### src/rtl/vga_pkg.sv
// Shared definitions for the VGA frame-buffer blocks (writer and reader).
//   - default frame geometry and pixel width
//   - FRAME_PIXELS: pixels per frame at the default geometry
//   - wr_state_t: frame writer FSM states
//   - frame_pixels(): frame size for an arbitrary geometry, evaluated at elaboration
//   - cnt_width(): bit width of a counter that must hold 0..n-1
package vga_pkg;

    localparam int DEF_WIDTH    = 640;
    localparam int DEF_HEIGHT   = 480;
    localparam int DEF_DATA_W   = 8;
    localparam int FRAME_PIXELS = DEF_WIDTH * DEF_HEIGHT;

    typedef enum logic [1:0] {
        IDLE  = 2'd0,
        WRITE = 2'd1,
        DONE  = 2'd2
    } wr_state_t;

    function automatic int frame_pixels(input int w, input int h);
        return w * h;
    endfunction

    // A single-value counter still needs one bit.
    function automatic int cnt_width(input int n);
        return (n > 1) ? $clog2(n) : 1;
    endfunction

endpackage

### src/rtl/frame_addr_counter.sv
// Linear address plus column/row position inside a WIDTH x HEIGHT frame.
// Ports:
//   clk, rst_n : clock, asynchronous active-low reset
//   inc        : advance one pixel
//   clr        : restart at pixel 0 (wins over inc)
//   addr       : linear pixel address, row * WIDTH + col
//   col, row   : position of the pixel at addr
//   last       : addr is the final pixel of the frame
module frame_addr_counter
    import vga_pkg::*;
#(
    parameter int WIDTH  = DEF_WIDTH,
    parameter int HEIGHT = DEF_HEIGHT,
    parameter int ADDR_W = 19,
    localparam int COL_W = cnt_width(WIDTH),
    localparam int ROW_W = cnt_width(HEIGHT)
) (
    input  logic              clk,
    input  logic              rst_n,
    input  logic              inc,
    input  logic              clr,
    output logic [ADDR_W-1:0] addr,
    output logic [COL_W-1:0]  col,
    output logic [ROW_W-1:0]  row,
    output logic              last
);

    localparam logic [ADDR_W-1:0] ADDR_LAST = ADDR_W'(frame_pixels(WIDTH, HEIGHT) - 1);
    localparam logic [COL_W-1:0]  COL_LAST  = COL_W'(WIDTH - 1);
    localparam logic [ROW_W-1:0]  ROW_LAST  = ROW_W'(HEIGHT - 1);

    always_ff @(posedge clk or negedge rst_n) begin
        if (!rst_n) begin
            addr <= '0;
            col  <= '0;
            row  <= '0;
        end else if (clr) begin
            addr <= '0;
            col  <= '0;
            row  <= '0;
        end else if (inc) begin
            addr <= addr + ADDR_W'(1);
            if (col == COL_LAST) begin
                col <= '0;
                // Row wraps too so the position is back at (0,0) after the final pixel.
                row <= (row == ROW_LAST) ? '0 : row + ROW_W'(1);
            end else begin
                col <= col + COL_W'(1);
            end
        end
    end

    assign last = (addr == ADDR_LAST);

endmodule

### src/rtl/result_mem_writer.sv
// Captures one frame of a pixel stream into a linear frame memory.
// After start, each accepted pixel is written one cycle later at the next
// address; the frame ends by pixel count, and pix_last is only cross-checked.
// Ports:
//   clk, rst_n             : clock, asynchronous active-low reset
//   start                  : one-cycle request to capture a frame (ignored while busy)
//   abort                  : cancel the frame in progress
//   pix_valid/data/last    : upstream pixel stream, pix_last marks end of frame
//   pix_ready              : pixel accepted this cycle when pix_valid is also high
//   mem_we/addr/wdata      : frame memory write port
//   busy                   : capture in progress
//   frame_done             : one-cycle pulse once the final pixel has been written
//   err_sync               : sticky, pix_last disagreed with the pixel count
module result_mem_writer
    import vga_pkg::*;
#(
    parameter int WIDTH  = DEF_WIDTH,
    parameter int HEIGHT = DEF_HEIGHT,
    parameter int ADDR_W = 19,
    parameter int DATA_W = DEF_DATA_W
) (
    input  logic              clk,
    input  logic              rst_n,
    input  logic              start,
    input  logic              abort,
    input  logic              pix_valid,
    input  logic [DATA_W-1:0] pix_data,
    input  logic              pix_last,
    output logic              pix_ready,
    output logic              mem_we,
    output logic [ADDR_W-1:0] mem_addr,
    output logic [DATA_W-1:0] mem_wdata,
    output logic              busy,
    output logic              frame_done,
    output logic              err_sync
);

    localparam int COL_W = cnt_width(WIDTH);
    localparam int ROW_W = cnt_width(HEIGHT);
    localparam logic [COL_W-1:0] COL_LAST = COL_W'(WIDTH - 1);
    localparam logic [ROW_W-1:0] ROW_LAST = ROW_W'(HEIGHT - 1);

    wr_state_t         state_q;
    wr_state_t         state_d;
    logic              start_ok;
    logic              hs;
    logic              accept;
    logic [ADDR_W-1:0] cnt_addr;
    logic [COL_W-1:0]  cnt_col;
    logic [ROW_W-1:0]  cnt_row;
    logic              cnt_last;
    logic              exp_last;

    logic              vld_p1;
    logic [ADDR_W-1:0] addr_p1;
    logic [DATA_W-1:0] data_p1;
    logic              err_q;
    logic              done_q;

    always_comb begin
        state_d   = state_q;
        pix_ready = 1'b0;
        start_ok  = 1'b0;
        unique case (state_q)
            IDLE: begin
                // abort in the same cycle as start keeps the block idle
                if (start && !abort) begin
                    state_d  = WRITE;
                    start_ok = 1'b1;
                end
            end
            WRITE: begin
                pix_ready = 1'b1;
                if (abort) begin
                    state_d = IDLE;
                end else if (pix_valid && cnt_last) begin
                    state_d = DONE;
                end
            end
            DONE: begin
                state_d = IDLE;
            end
            default: begin
                state_d = IDLE;
            end
        endcase
    end

    always_ff @(posedge clk or negedge rst_n) begin
        if (!rst_n) begin
            state_q <= IDLE;
        end else begin
            state_q <= state_d;
        end
    end

    // A pixel handshaked in the abort cycle is dropped, not written.
    assign hs     = pix_valid & pix_ready;
    assign accept = hs & ~abort;

    frame_addr_counter #(
        .WIDTH  (WIDTH),
        .HEIGHT (HEIGHT),
        .ADDR_W (ADDR_W)
    ) u_cnt (
        .clk   (clk),
        .rst_n (rst_n),
        .inc   (accept),
        .clr   (start_ok),
        .addr  (cnt_addr),
        .col   (cnt_col),
        .row   (cnt_row),
        .last  (cnt_last)
    );

    // pix_last is expected exactly on the bottom-right pixel.
    assign exp_last = (cnt_col == COL_LAST) && (cnt_row == ROW_LAST);

    // ---- stage p1: registered memory write ----
    always_ff @(posedge clk or negedge rst_n) begin
        if (!rst_n) begin
            vld_p1  <= 1'b0;
            addr_p1 <= '0;
            data_p1 <= '0;
        end else begin
            vld_p1 <= accept;
            if (accept) begin
                addr_p1 <= cnt_addr;
                data_p1 <= pix_data;
            end
        end
    end

    always_ff @(posedge clk or negedge rst_n) begin
        if (!rst_n) begin
            err_q  <= 1'b0;
            done_q <= 1'b0;
        end else begin
            if (start_ok) begin
                err_q <= 1'b0;
            end else if (accept && (pix_last != exp_last)) begin
                err_q <= 1'b1;
            end
            // Pulse lands the cycle after the final write is presented to memory.
            done_q <= (state_q == DONE);
        end
    end

    assign mem_we     = vld_p1;
    assign mem_addr   = addr_p1;
    assign mem_wdata  = data_p1;
    assign busy       = (state_q != IDLE);
    assign frame_done = done_q;
    assign err_sync   = err_q;

endmodule

### config.mk
export PLATFORM = sky130hd
export DESIGN_NAME = result_mem_writer
export DESIGN_NICKNAME = d
export VERILOG_FILES = /design/src/rtl/vga_pkg.sv /design/src/rtl/frame_addr_counter.sv /design/src/rtl/result_mem_writer.sv
export SDC_FILE = /design/constraint.sdc
export NUM_CORES = 1
export LEC_CHECK = 0
export CAP_MARGIN = 20
export CORE_MARGIN = 1.5
export CORE_UTILIZATION = 25
export CTS_CLUSTER_DIAMETER = 200
export DETAILED_ROUTE_END_ITERATION = 10
export PLACE_DENSITY = 0.41
export SETUP_SLACK_MARGIN = 0.3
export SYNTH_ARGS = -nofsm -noshare
export SYNTH_HDL_FRONTEND = slang
export SYNTH_SLANG_ARGS = --single-unit
export TNS_END_PERCENT = 1
### constraint.sdc
create_clock -name clk -period 2.1 [get_ports clk]
set_clock_uncertainty 0.05 [all_clocks]
set_input_delay 0.315 -clock clk [delete_from_list [all_inputs] [get_ports clk]]
set_output_delay 0.315 -clock clk [all_outputs]
set_load 0.02 [all_outputs]
; ---- Yosys cells after proc, flatten, opt, wreduce, memory -nomap -nowiden
; Index checks and enable logic that the tools add are counted.
[totals]
ff_bits = 70
[op_classes]
addsub = 3
eq_ne = 8
n_mux = 18
bitwise = 3
n_reduce_logical = 12
[ops]
columns = operator, n
row1 = $mux 19, 2
row2 = $mux 9, 4
row3 = $mux 10, 3
row4 = $add 19x1->19 const B, 1
row5 = $eq 19x19->1 const B, 1
row6 = $add 10x1->10 const B, 1
row7 = $eq 10x10->1 const B, 1
row8 = $add 9x1->9 const B, 1
row9 = $eq 9x9->1 const B, 1
row10 = $reduce_bool 2->1, 4
row11 = $mux 2, 3
row12 = $mux 1, 5
row13 = $logic_and 1x1->1, 4
row14 = $pmux 2 s2, 1
row15 = $reduce_and 2->1, 2
row16 = $ne 3x3->1 const B, 1
row17 = $and 1x1->1, 2
row18 = $eq 2x1->1 const B, 1
row19 = $eq 2x2->1 const B, 1
row20 = $logic_not 2->1, 1
row21 = $ne 2x2->1 const B, 1
row22 = $logic_not 1->1, 1
row23 = $ne 1x1->1, 1
row24 = $not 1->1, 1

; ---- Longest topological paths before layout
[depth]
depth_word = 7
depth_mapped = 9
ltp_nobuf = 6

; ---- Hierarchy
; Synthesis repeated with hierarchy kept, for this count alone.
[unflattened]
cells_unflattened = 288
hier_area_um2 = 3337.0
[modules_own_cells]
columns = mod, n_inst, cells_each, area_per_inst_um2, seq_area_each_um2
row1 = frame_addr_counter, 1, 208, 2072.0, 950.9
row2 = result_mem_writer, 1, 80, 1265.0, 800.8

; ---- Least setup slack after synthesis
; Ideal clock, no wire load.
[synth_path]
kind = reg-to-reg
startpoint = register u_cnt.col[0]
endpoint = register u_cnt.row[7]
setup_time_ps = 69
t_arrival_ps = 1693
setup_slack_ps = 288
path_stages_with_launch = 7
path_buffers = 0
synth_period_minus_slack_ps = 1812
cell_sequence = dfrtp_1 -> ha_1 -> nor4bb_1 -> and4_4 -> nor2_2 -> or4_1 -> nand3_1
[synth_via]
elab_chain_cells = 3
[synth_lines]
columns = element, line_no
row1 = "start, declared", frame_addr_counter.sv:23  ; output logic [COL_W-1:0] col,
row2 = "start signal, assigned", frame_addr_counter.sv:48  ; col <= col + COL_W'(1);
row3 = $eq 10x10->1, frame_addr_counter.sv:43  ; if (col == COL_LAST) begin
row4 = $reduce_bool 2->1 (no line), --
row5 = $reduce_and 2->1 (no line), --
row6 = "end signal, assigned", frame_addr_counter.sv:46  ; row <= (row == ROW_LAST) ? '0 : row + ROW_W'(1);
row7 = "end, declared", frame_addr_counter.sv:24  ; output logic [ROW_W-1:0] row,
; No other way between the ends.
; A chain may end at the register's enable or synchronous reset.

; ---- Worst setup path in the final report
[layout_path]
startpoint = register state_q[1]
endpoint = register u_cnt.row[7]
[layout_via]
elab_chain_cells = 6
[layout_lines]
columns = element, line_no
row1 = "start, declared", result_mem_writer.sv:43  ; wr_state_t state_q;
row2 = "start signal, assigned", result_mem_writer.sv:93  ; state_q <= state_d;
row3 = $eq 2x1->1, result_mem_writer.sv:64  ; unique case (state_q)
row4 = $mux 1, result_mem_writer.sv:64
row5 = $and 1x1->1, result_mem_writer.sv:98  ; assign hs = pix_valid & pix_ready;
row6 = $and 1x1->1, result_mem_writer.sv:99  ; assign accept = hs & ~abort;
row7 = $reduce_bool 2->1 (no line), --
row8 = $reduce_and 2->1 (no line), --
; Several ways; a longest one is shown, not always the timed one.

==> results.md <==
- The final hold violation count came to 0.
- Summed over all layers, the routed wires come to 7430 um.
- The worst-case hold slack is between 0.4 and 0.5 ns.
- Dividing total power by cell area gives a power density of 794 nW/um^2.
- The number of DRC violations after detailed-routing iteration 0 is 88.
- The number of detailed-route iterations in the first pass is 4.
- The post-synthesis compound-gate area fraction is 0.0401.
- The total clock sinks is 70.
- For this run, the post-layout net count is 418.
- The clock latency reported for the late side of the worst-skew pair is 0.33 ns.
- CTS placed an instance of sky130_fd_sc_hd__clkbuf_16 at the clock tree root.
- The type of element capturing the critical path is a flop.
- Averaged over all synthesized cells, the footprint is around 9.3 um^2.
- The overall via count from detail_route is 2533.
- The capture point of the worst reg-to-reg path is u_cnt.row[7]$_DFFE_PN0P_.
- In the layout the commonest cells are sky130_fd_sc_hd__nand2_1, sky130_fd_sc_hd__dfrtp_1, sky130_fd_sc_hd__clkdlybuf4s50_1, sky130_fd_sc_hd__nor2_1.
- For the worst setup path, the data arrival time is approximately 2.0 ns.
- The floorplan step defined a core boundary enclosing 12200 um^2.
- The remaining routing DRC violations is 0.
- The gate count after technology mapping is 338.
- The synthesis warning total is 0.
- VDD sags by at most about 0.44 mV.
- The main combinational cell family by area after synthesis is simple AND/OR/NAND/NOR gates.
- Across the run, the number of max-cap violations was 0.
- The critical register-to-register path startpoint is state_q[1]$_DFFE_PN0P_.
- The remaining number of nets flagged by the antenna check after routing is 0.
- The overall power consumption is 3.41 mW.
- The achievable frequency is between 500 and 600 MHz.
- In the final routed layout, each cell accounts on average for 13.0 um.
- The CTS H-tree depth is 3.
- After synthesis the cells add up to 3150 um^2.
- The synthesized netlist contains 43 unique library cells.
- The number of nets handed over by synthesis was 355.
- The min-delay analysis places its worst path in the category flop to flop.
- Buffers inserted during clock tree synthesis total 9.
- The depth of the most critical reg-to-reg path is 6.
- The part of the cycle the worst path needs is 0.862.
- The clock passes through at most 2 buffers.
- The slew at the pin closest to its max-slew limit is 0.416 ns.
- The register area share after synthesis is 0.556.
- Entering global routing, the biggest net connects 71 pins.
- The proportion of layout cells with a drive suffix above 1 is 0.121.
- The total global routing overflow is 0.
- Tracing the worst setup path back leads to its startpoint at state_q[1]$_DFFE_PN0P_.
- The worst register-to-register path has a setup slack of a little under 0.3 ns.
- Setup repair after global routing could not meet its margin everywhere.
- After filler insertion, the fill cell instance count of the layout stands at 1250.
- Following the worst setup path forward leads to its endpoint at u_cnt.row[7]$_DFFE_PN0P_.
- The clock transition at the registers of the reported paths is 0.06 ns.
- Synthesis inferred 70 register bits.
- The via count normalized by instance count is 4.42.
- Data on the critical path is required at its endpoint by approximately 2.3 ns.
- The first-pass GRT wire length is 12800 um.
- Of all nets on the critical path, the largest fanout is 8.
- The post-synthesis simple-gate area fraction is 0.302.
- The initial cell density of the core is 0.259.
- The multiplexer share of the synthesized area is 0.
- Measured along the x axis, the die boundary spans between 100 and 150 um.
- Yosys mapped a number of flops with a built-in enable equal to 0.
- The via count of the first global-routing pass is 2508.
- The number of primary I/O pins is 46.
- The path type of the worst setup path is flop to flop.
- The floorplan row count is 40.
- The adder-cell area share of the yosys netlist is 0.0119.
- STA classifies the critical path startpoint as a flop.
- The number of antenna violations at the first check in global routing is 0.
- The die area is 13300 um^2.
- The worst slew slack as a fraction of its limit is 0.722.
- The time the final worst path needs with I/O delays and setup is 1.81 ns.
- The die height is 115 um.
- The TritonCTS clock tree is built.
- The fraction of synthesized cell area in xor and xnor cells is 0.0668.
- The HPWL after detailed placement is 5020 um.
- The run finished with clean final reports.
- The routability-driven placement congestion ratio is 0.691.
- The final number of max-transition violations is 0.
- The area added between synthesis and finish is 36.2%.
- In this run the static leakage power is 1.99 nW.
- The number of setup violations in the final report is 0.
- Counting flops with an async set or reset pin after synthesis yields a share of 1.00.
- The antenna diode count is 0.
- During placement, the flow inserted port buffers numbering 45.
- For this run, the leading register cell type out of synthesis is sky130_fd_sc_hd__dfrtp_1.
- For this run, the total global-route usage over all layers was measured as 0.123.
- Leaving out fill and tap cells, the most frequent cell in the layout is sky130_fd_sc_hd__nand2_1.
-- synthesized netlist by cell type, types with 2 or more instances --
master / n / share of area
sky130_fd_sc_hd__o31ai_1: 2 / 0.0048
sky130_fd_sc_hd__nand4_1: 12 / 0.024
sky130_fd_sc_hd__nor3_1: 2 / 0.0032
sky130_fd_sc_hd__ha_1: 3 / 0.012
sky130_fd_sc_hd__clkbuf_1: 9 / 0.011
sky130_fd_sc_hd__inv_1: 2 / 0.0024
sky130_fd_sc_hd__or4_1: 2 / 0.0048
sky130_fd_sc_hd__nand2_1: 101 / 0.12
sky130_fd_sc_hd__o21ai_1: 9 / 0.014
sky130_fd_sc_hd__dfrtp_1: 70 / 0.56
sky130_fd_sc_hd__xnor2_1: 4 / 0.011
sky130_fd_sc_hd__nand3_1: 20 / 0.032
sky130_fd_sc_hd__buf_1: 3 / 0.0036
sky130_fd_sc_hd__and3_1: 10 / 0.020
sky130_fd_sc_hd__o21ai_0: 2 / 0.0032
sky130_fd_sc_hd__nor2_1: 31 / 0.037
sky130_fd_sc_hd__or3_1: 3 / 0.0060
sky130_fd_sc_hd__xor2_1: 20 / 0.056
sky130_fd_sc_hd__nor2b_1: 2 / 0.0040
sky130_fd_sc_hd__a21oi_1: 4 / 0.0064
sky130_fd_sc_hd__buf_2: 3 / 0.0048
sky130_fd_sc_hd__and4_1: 3 / 0.0083
-- worst max-delay path, cell delays in order (launching register included) --
cell                        delay, ns
sky130_fd_sc_hd__dfrtp_2         0.46
sky130_fd_sc_hd__nand4bb_4       0.23
sky130_fd_sc_hd__inv_2           0.12
sky130_fd_sc_hd__and4_4          0.25
sky130_fd_sc_hd__nor2_4          0.04
sky130_fd_sc_hd__or4_1           0.50
sky130_fd_sc_hd__nand3_1         0.09
-- how the worst min path moves through the flow --
| stage | from | to | slack, ns | cells after the start |
|---|---|---|---|---|
| detailed placement | rst_n | u_cnt.col[5]$_DFFE_PN0P_ | 0.33 | 2 |
| global placement | rst_n | u_cnt.col[3]$_DFFE_PN0P_ | 0.33 | 2 |
| CTS | mem_wdata[3]$_DFFE_PN0P_ | mem_wdata[3]$_DFFE_PN0P_ | 0.43 | 2 |
| global route | mem_wdata[3]$_DFFE_PN0P_ | mem_wdata[3]$_DFFE_PN0P_ | 0.44 | 2 |
| floorplan | rst_n | err_sync$_DFFE_PN0P_ | -0.03 | 0 |
| finish | mem_wdata[3]$_DFFE_PN0P_ | mem_wdata[3]$_DFFE_PN0P_ | 0.42 | 2 |
-- cell families after synthesis --
| logic type | after synthesis |
|---|---|
| flops | 70 |
| buf+inv | 18 |
| fa+ha+maj | 3 |
| compound gates | 21 |
| simple gates | 202 |
| xor+xnor | 24 |
-- where the power goes --
group / internal, mW / total (mW) / switching, mW
clock: 0.911 / 1.50 / 0.590
sequential: 1.42 / 1.48 / 0.0536
combinational: 0.200 / 0.428 / 0.229
total: 2.53 / 3.41 / 0.873
-- layout make-up --
cell class	instances	area, um^2	area share
clock buffers	9	225	0.0525
repair buffers	67	636	0.148
well taps	168	210	0.0490
flip-flops and latches	70	1750	0.409
clock inverters	6	63.8	0.0149
inverters	3	11.3	0.00263
multi-input cells	250	1390	0.324
-- what timing repair did --
| action | in CTS | in global routing |
|---|---|---|
| setup buffers | 1 | 0 |
| resized for setup | 9 | 1 |
| hold buffers | 1 | 0 |
| endpoints found under the setup margin | 26 | 25 |
| endpoints found under the hold margin | 70 | 0 |
| cloned | 0 | 0 |
-- registers in the layout, summed over array words and instances, names as in the netlist --
signal,flops
frame_done,1
u_cnt.col,10
state_q,2
err_sync,1
u_cnt.row,9
mem_addr,19
u_cnt.addr,19
mem_wdata,8
mem_we,1
-- metal layers --
layer / vias up / track usage / wire length (um) / share of wire
met5: - / 0 / 0 / 0
met4: 0 / 0.0370 / 38 / 0.0051
met3: 3 / 0.0327 / 252 / 0.034
met2: 51 / 0.183 / 3280 / 0.44
met1: 1218 / 0.175 / 3850 / 0.52
li1: 1261 / - / - / -
-- metrics by stage --
stage | worst slack [ns] | setup TNS, ns | cells | util | cell area (um^2)
after global routing | 0.187 | 0 | 573 | 0.352 | 4290
after floorplan | 0.301 | 0 | 338 | - | 3160
after global placement | -0.0981 | -0.264 | 556 | 0.323 | 3930
after detailed placement | -0.178 | -0.816 | 556 | 0.323 | 3930
after CTS | 0.276 | 0 | 573 | 0.352 | 4280
final | 0.290 | 0 | 573 | 0.352 | 4290
Note: power is estimated with default switching activity, not from simulation.
